--- src/rtl/heat_regulator.sv ---
// Oven heat regulator: hysteresis bang-bang control with a minimum dwell time
// between heater switches, an over-temperature trip into a latched fault state,
// and a settled "at temperature" indication. All decisions are sampled on tick,
// except that dropping the operator switch leaves HOLD/HEAT immediately.
module heat_regulator #(
  parameter int HYST      = 4,    // hysteresis half-band in temperature units
  parameter int MIN_DWELL = 8,    // ticks required in HOLD/HEAT before a threshold switch
  parameter int MAX_TEMP  = 600,  // over-temperature trip level
  parameter int SETTLE    = 3     // consecutive in-band ticks before at_temp
) (
  input  logic       clock,
  input  logic       reset,
  input  logic [9:0] input_temp,
  input  logic [9:0] oven_temp,
  input  logic       on_off_sw,
  input  logic       tick,
  output logic       heat,
  output logic       at_temp,
  output logic       fault,
  output logic [1:0] state
);

  typedef enum logic [1:0] {
    ST_OFF   = 2'd0,
    ST_HOLD  = 2'd1,
    ST_HEAT  = 2'd2,
    ST_FAULT = 2'd3
  } state_t;

  // Counter widths: dwell is at least 4 bits, both wide enough for their limits.
  localparam int DW = ($clog2(MIN_DWELL + 1) > 4) ? $clog2(MIN_DWELL + 1) : 4;
  localparam int BW = ($clog2(SETTLE + 1) > 1) ? $clog2(SETTLE + 1) : 1;

  localparam logic [DW-1:0] DWELL_MAX  = DW'(MIN_DWELL);
  localparam logic [BW-1:0] SETTLE_MAX = BW'(SETTLE);
  localparam logic [10:0]   HYST_W     = 11'(HYST);
  localparam logic [31:0]   MAX_TEMP_U = 32'(MAX_TEMP);

  state_t        state_reg, state_next;
  logic [DW-1:0] dwell_reg, dwell_next;
  logic [BW-1:0] band_reg, band_next;
  logic          heat_reg, heat_next;
  logic          at_temp_reg, at_temp_next;
  logic          fault_reg, fault_next;

  logic [10:0] lower_wide;
  logic [10:0] upper_wide;
  logic [9:0]  lower;
  logic [9:0]  upper;
  logic        over_temp;
  logic        in_band;
  logic        below_lower;
  logic        above_upper;
  logic        regulating;
  logic        dwell_done;

  // Thresholds follow the live setpoint; 11-bit math exposes under/overflow
  // so both ends saturate instead of wrapping.
  always_comb begin
    lower_wide  = {1'b0, input_temp} - HYST_W;
    upper_wide  = {1'b0, input_temp} + HYST_W;
    lower       = lower_wide[10] ? 10'd0 : lower_wide[9:0];
    upper       = upper_wide[10] ? 10'd1023 : upper_wide[9:0];
    over_temp   = (32'(oven_temp) >= MAX_TEMP_U);
    in_band     = (oven_temp > lower) && (oven_temp < upper);
    below_lower = (oven_temp <= lower);
    above_upper = (oven_temp >= upper);
    regulating  = (state_reg == ST_HOLD) || (state_reg == ST_HEAT);
    dwell_done  = (dwell_reg == DWELL_MAX);
  end

  // Next-state logic. Order of checks encodes the priority: a ticked
  // over-temperature beats everything, then the operator switch, then the
  // hysteresis thresholds (which also need the dwell time to have elapsed).
  always_comb begin
    state_next = state_reg;
    dwell_next = dwell_reg;
    band_next  = band_reg;

    if (regulating && !on_off_sw && !(tick && over_temp)) begin
      // Switch-off is honoured on any cycle, tick or not, regardless of dwell.
      state_next = ST_OFF;
      dwell_next = '0;
      band_next  = '0;
    end else if (tick) begin
      if (over_temp) begin
        state_next = ST_FAULT;
        dwell_next = '0;
        band_next  = '0;
      end else begin
        unique case (state_reg)
          ST_OFF: begin
            if (on_off_sw) begin
              // Preloading the dwell lets the first HOLD tick start heating at once.
              state_next = ST_HOLD;
              dwell_next = DWELL_MAX;
            end
          end
          ST_FAULT: begin
            // Fault is latched until the operator switches off while cool.
            if (!on_off_sw) begin
              state_next = ST_OFF;
              band_next  = '0;
            end
          end
          default: begin
            // HOLD or HEAT with the switch on.
            if (in_band) begin
              band_next = (band_reg == SETTLE_MAX) ? band_reg : band_reg + BW'(1);
            end else begin
              band_next = '0;
            end

            if ((state_reg == ST_HOLD) && below_lower && dwell_done) begin
              state_next = ST_HEAT;
              dwell_next = '0;
            end else if ((state_reg == ST_HEAT) && above_upper && dwell_done) begin
              state_next = ST_HOLD;
              dwell_next = '0;
            end else if (!dwell_done) begin
              dwell_next = dwell_reg + DW'(1);
            end
          end
        endcase
      end
    end
  end

  // Output values derived from the next state so the registered outputs
  // always agree with the registered state.
  always_comb begin
    heat_next    = (state_next == ST_HEAT);
    fault_next   = (state_next == ST_FAULT);
    at_temp_next = (band_next == SETTLE_MAX) &&
                   ((state_next == ST_HOLD) || (state_next == ST_HEAT));
  end

  // State and output registers; reset acts immediately so heat drops at once.
  always_ff @(posedge clock or posedge reset) begin
    if (reset) begin
      state_reg   <= ST_OFF;
      dwell_reg   <= '0;
      band_reg    <= '0;
      heat_reg    <= 1'b0;
      at_temp_reg <= 1'b0;
      fault_reg   <= 1'b0;
    end else begin
      state_reg   <= state_next;
      dwell_reg   <= dwell_next;
      band_reg    <= band_next;
      heat_reg    <= heat_next;
      at_temp_reg <= at_temp_next;
      fault_reg   <= fault_next;
    end
  end

  assign heat    = heat_reg;
  assign at_temp = at_temp_reg;
  assign fault   = fault_reg;
  assign state   = state_reg;

endmodule

--- config.mk ---
export PLATFORM = sky130hd
export DESIGN_NAME = heat_regulator
export DESIGN_NICKNAME = d
export VERILOG_FILES = /design/src/rtl/heat_regulator.sv
export SDC_FILE = /design/constraint.sdc
export NUM_CORES = 1
export LEC_CHECK = 0
export CAP_MARGIN = 30
export CELL_PAD_IN_SITES_DETAIL_PLACEMENT = 1
export CELL_PAD_IN_SITES_GLOBAL_PLACEMENT = 1
export CORE_UTILIZATION = 43
export DETAILED_ROUTE_END_ITERATION = 10
export GPL_TIMING_DRIVEN = 0
export HOLD_SLACK_MARGIN = 0.1
export PLACE_DENSITY = 0.86
export SLEW_MARGIN = 30
export SYNTH_ARGS = -nofsm -noshare
export SYNTH_HDL_FRONTEND = slang
export SYNTH_SLANG_ARGS = --single-unit
--- constraint.sdc ---
create_clock -name clock -period 6.6 [get_ports clock]
set_input_delay 0.66 -clock clock [delete_from_list [all_inputs] [get_ports clock]]
set_output_delay 0.66 -clock clock [all_outputs]
set_load 0.1 [all_outputs]
After elaboration in Yosys (flattened, before gate mapping)
Cells that the tools add are included.

operators by class
  $add $sub $neg = 4
  $lt $le $gt $ge = 5
  equality and inequality tests = 12
  muxes and demuxes = 25
  reductions and logical operators = 16

operator list
  cell                                                                    count
  4-bit two-way mux                                                       7
  2-bit two-way mux                                                       13
  10-bit two-way mux                                                      2
  2-bit equality test (second input constant)                             6
  10-bit by 3-bit adder with 11-bit output (second input constant)        1
  10-bit by 3-bit subtractor with 11-bit output (second input constant)   1
  10-bit >= comparator                                                    1
  10-bit >= comparator (second input constant)                            1
  10-bit greater-than comparator                                          1
  10-bit <= comparator                                                    1
  10-bit less-than comparator                                             1
  1-bit logical AND                                                       9
  2-bit one-hot mux with 2 select lines                                   2
  4-bit one-hot mux with 2 select lines                                   1
  6-bit by 2-bit != test with 1-bit output (second input constant)        1
  4-bit by 1-bit adder with 4-bit output (second input constant)          1
  2-bit by 1-bit equality test with 1-bit output (second input constant)  2
  4-bit equality test (second input constant)                             1
  4-bit != test (second input constant)                                   1
  4-bit AND reduction                                                     1
  3-bit != test (second input constant)                                   1
  2-bit by 1-bit adder with 2-bit output (second input constant)          1
  1-bit logical NOT                                                       2
  2-bit logical NOT                                                       1
  other kinds (2)                                                         3

storage, ports and cells
  register bits = 11
  input port bits = 24
  output and inout port bits = 5

Longest topological paths before layout
  word-level depth = 14
  mapped depth = 14
  depth with buffers taken out = 13

Least setup slack after synthesis
No wires, ideal clock.

  kind = input -> register
  start = input input_temp[4]
  end = register dwell_reg[1]
  data arrival time = 3.397 ns
  required time = 6.521 ns
  path slack = 3.124 ns
  stages = 13
  cells stage by stage = clkbuf_1 -> and3_1 -> and3_1 -> and3_1 -> clkbuf_1 -> nor2_1 -> ha_1 -> a21oi_1 -> o21ai_1 -> a2111oi_4 -> a21oi_2 -> o41ai_2 -> mux2i_1

on the way
  longest elaborated chain between the ends = 11
  elaborated cells between the ends (all ways) = 18
  classes of those cells = add/sub (2); order compare (2); eq/ne (1); mux (8); reduce/logical (5)

RTL lines
  what                                      RTL line  source
  from (decl)                               13        input logic [9:0] input_temp,
  10-bit by 3-bit adder with 11-bit output  61        upper_wide = {1'b0, input_temp} + HYST_W;
  10-bit two-way mux                        63        upper = upper_wide[10] ? 10'd1023 : upper_wide[9:0];
  10-bit >= comparator                      67        above_upper = (oven_temp >= upper);
  1-bit logical AND (2 in series)           117       end else if ((state_reg == ST_HEAT) && above_upper && dwell_done) begin
  4-bit two-way mux                         117
  4-bit two-way mux                         114       if ((state_reg == ST_HOLD) && below_lower && dwell_done) begin
  4-bit one-hot mux with 2 select lines     91        unique case (state_reg)
  4-bit two-way mux                         86        if (over_temp) begin
  4-bit two-way mux                         85        end else if (tick) begin
  4-bit two-way mux                         80        if (regulating && !on_off_sw && !(tick && over_temp)) begin
  to (signal assigned)                      149       dwell_reg <= dwell_next;
  to (decl)                                 40        logic [DW-1:0] dwell_reg, dwell_next;

Parallel ways exist; a longest one is shown, timed or not. The select of a mux whose other input is x is not followed.
A chain may end at the register's enable or synchronous reset.

Final worst setup path
  start = input input_temp[3]
  end = register dwell_reg[1]

The elaborated chain is that of the path after synthesis.

==> impl_summary.txt <==
----------------------------------------------------
[Critical path]
  Count of cells along the worst register-to-register path ... 9
  Critical path destination ... dwell_reg[1]
  Worst endpoint data arrival time ... around 4.3 ns
  Critical path's largest stage delay ... 0.61 ns
  Crit-path slowest cell ... clkdlybuf4s50_1
  Worst R2R Setup Slack ... between 4 and 5 ns
  Element type at the critical path end ... flop
  Beginning of the critical path ... input_temp[3]
  Critical path buffers and inverters ... 2
  Cell depth of the worst setup path ... 13
  Worst flop-to-flop path startpoint ... state[0]
  Top Family by Delay on Critical Path ... compound AO/OA/AOI/OAI gates
  Cell-by-cell listing of the critical path ... clkdlybuf4s50_1, ha_1, and3_1, and3_1, clkbuf_1, nor2_1, ha_1, a21oi_1, o21ai_1, a2111oi_4, a21oi_2, o41ai_2, mux2i_1
  Peak fanout along the critical path ... 8
  R2r endpoint ... at_temp
  Data required time at the worst endpoint ... ~6.8 ns
  Path type of the worst setup path ... primary input to flop
  Startpoint type of the worst setup path ... primary input

[Synth]
  Number of standard cells after synthesis ... around 210
  Biggest area consumer among synthesized cells ... ha_1
  Yosys top cell area share ... between 20% and 30%
  Average instance area after synthesis ... roughly 8 sq um
  Post-synthesis async set-or-reset flop share ... 100%
  Synthesized cell area ... ~1700 sq um
  Distinct cells, synth ... 53
  Flip-flop cell with the highest count after synthesis ... dfrtp_1
  Synthesis-stage register bit count ... 11
  Post-synthesis sequential area ratio ... about 16%
  Largest cells by area after synthesis ... ha_1, dfrtp_1, nand2_1, nor2_1, nand3_1
  Number of synthesized flops with an enable pin ... 0
  Yosys synthesis warning count ... 0
  Net count after synthesis ... between 200 and 300

[Power and ir drop]
  Power density over cell area ... between 200 and 300 nW/um^2
  Leakage power summed over all cells ... about 0.96 nW
  Worst vdd ir ... approximately 0.28 mV

[Drt]
  Number of routed nets with antenna violations ... 0
  WL/cell ... roughly 15 microns
  DRC violation count after routing ... 0
  Via count ... ~1600
  DRT iter0 DRCs ... 49
  Final Routed Wirelength ... 4370 microns
  Number of detailed-routing iterations run before antenna repair ... 4
  Mean number of vias per cell ... about 5.7

[STA]
  Post-Route Skew ... between 0.004 and 0.005 ns
  Fin Setup TNS ... 0 ns
  Number of pins with negative max-slew slack in the final report ... 0
  Portion of the clock cycle consumed by the worst path in the final layout ... 62.6%
  Fmax ... roughly 240 MHz
  Relative slew slack ... 35.1%
  Final Hold Vio Count ... 0
  Actual slew at the worst max-slew pin ... ~0.97 ns
  Period minus WS final ... just over 4 ns
  Finish-stage setup viols ... 0
  Setup repair after global routing missed its margin ... no

[GRT]
  Initial antenna violation count ... 0
  GRT Util Overall ... approximately 23%
  Pin count of the biggest net entering global routing ... 12
  Number of global-route vias before repair ... 1703
  GR Overflow Total ... 0
  Wire length of the first global-routing pass ... approximately 7500 microns

[Clocking]
  Hold-fix buffer count after cts ... 0
  TritonCTS clock tree ... done
  Quantity of gates resized following cts ... 0
  Clock tree root driver cell ... clkbuf_8
  Worst-skew pair later-pin latency ... between 0.2 and 0.25 ns
  Total number of H-tree levels ... 1
  Number of buffers added for setup after CTS ... 0
  Number of clock sinks ... 11
  Clock-pin slew of the registers on the worst-case setup and hold paths ... roughly 0.050 ns
  Number of buffers inserted during clock tree synthesis ... 3
  Clock buffer depth ... 2

[Layout]
  Antenna Diode Count ... 0
  Share of final-layout standard cells stronger than drive strength 1 ... approximately 7.4%
  Post-Layout Inst Area ... a little over 2000 sq um
  # nets final ... ~300
  Flip-flop count of the largest register after layout ... 4
  Layout area overhead ... 21.1%

[Floorplanning]
  Rows ... 22
  Top-Level Pins ... 29
  Core Area ... roughly 3700 sq um
  Die outline area ... between 4000 and 5000 sq um
  Horizontal extent of the die ... roughly 65 microns
  Overall die height ... around 65 microns
  Initial Util ... 45.4%

[Run status]
  Result of the run ... completed

[Place]
  Final HPWL from detailed placement ... roughly 3600 microns
  Final RePlAce weighted congestion ... roughly 0.77
  Port buffer count ... 25
  Area post-placement ... 2000 sq um

[Hold path]
  Worst hold path type ... flop to flop

[Run]
  Max Cap Viol ... 0

----------------------------------------------------
[final cells by class]
cell class,count,area [sq um]
Fill cell,478,1680
Multi-Input combinational cell,178,1320
Sequential cell,11,275
Timing Repair Buffer,25,250
Inverter,17,63.8
Tap cell,48,60.1
Clock buffer,4,45.0
Buffer,7,27.5
[per-stage QoR]
stage	hold WS, ns	util [%]	instances	worst slack (ns)	total power [W]
floorplan	0.484	-	213	3.12	0.000408
global placement	0.519	53.7	286	2.21	0.000497
detailed placement	0.529	53.7	286	2.19	0.000506
CTS	0.538	54.9	290	2.44	0.000580
global route	0.577	54.9	290	2.21	0.000621
finish	0.536	54.9	290	2.47	0.000577
[placed cells by master (no fill, tap or decap), drive strengths merged, types with 3 or more instances in the layout]
| cell type | count |
|---|---|
| xnor2 | 4 |
| nor2b | 3 |
| a21o | 3 |
| a21oi | 12 |
| o21ai | 10 |
| and3 | 4 |
| a22oi | 3 |
| nor3 | 6 |
| nand3 | 13 |
| inv | 17 |
| nand4 | 5 |
| xor2 | 4 |
| mux2i | 3 |
| nor2 | 18 |
| a211oi | 4 |
| clkbuf | 10 |
| nand2b | 6 |
| nand2 | 19 |
| clkdlybuf4s50 | 25 |
| ha | 29 |
| dfrtp | 11 |
[per-layer routing]
layer	GRT usage (%)	share of wire (%)	vias to the layer above	wire (microns)
li1	-	-	831	-
met1	26.6	47	778	2040
met2	41.6	49	24	2150
met3	1.76	2.0	9	89
met4	9.17	2.1	0	91
met5	0	0	-	0
[cells by family after synthesis]
kind of cell,synth area share (%)
AND/OR/NAND/NOR,27.5
AO/OA/AOI/OAI,23.2
adder cells (fa/ha/maj),21.5
buffers and inverters,5.42
flip-flops,16.3
XOR/XNOR,4.16
multiplexers,1.78
[where the power goes]
part | internal, W | leakage (nW) | switching, W
sequential | 0.0000884 | 0.145 | 0.0000239
combinational | 0.000145 | 0.787 | 0.000253
clock | 0.0000423 | 0.0228 | 0.0000247
[worst min-delay path: stages (launching register included)]
cell     delay [ns]
dfrtp_1        0.36
nand2_1        0.07
o21ai_0        0.07
[how the worst min path moves through the flow]
| stage | end | startpoint | depth (start not counted) | slack (ns) |
|---|---|---|---|---|
| floorplan | band_reg[0] | band_reg[0] | 2 | 0.48 |
| global placement | band_reg[0] | band_reg[0] | 2 | 0.52 |
| detailed placement | band_reg[0] | band_reg[0] | 2 | 0.53 |
| CTS | band_reg[0] | band_reg[0] | 2 | 0.54 |
| global route | band_reg[0] | band_reg[0] | 2 | 0.58 |
| finish | band_reg[0] | band_reg[0] | 2 | 0.54 |
[cell usage after synthesis, types with 2 or more instances]
master / count
nand4_1: 5
xor2_1: 4
or3_1: 2
xnor2_1: 4
nor3_1: 6
nand3_1: 13
nor2_1: 18
a21o_1: 3
nand2_1: 19
nor4_1: 2
inv_1: 17
clkbuf_1: 6
a21oi_1: 11
a32o_1: 2
a22oi_1: 3
nor2b_1: 3
nand2b_1: 6
and3_1: 3
dfrtp_1: 11
mux2i_1: 3
ha_1: 29
o21ai_0: 9
a211oi_2: 3
nor3b_1: 2
No activity file was read; power rests on OpenSTA's default activity.
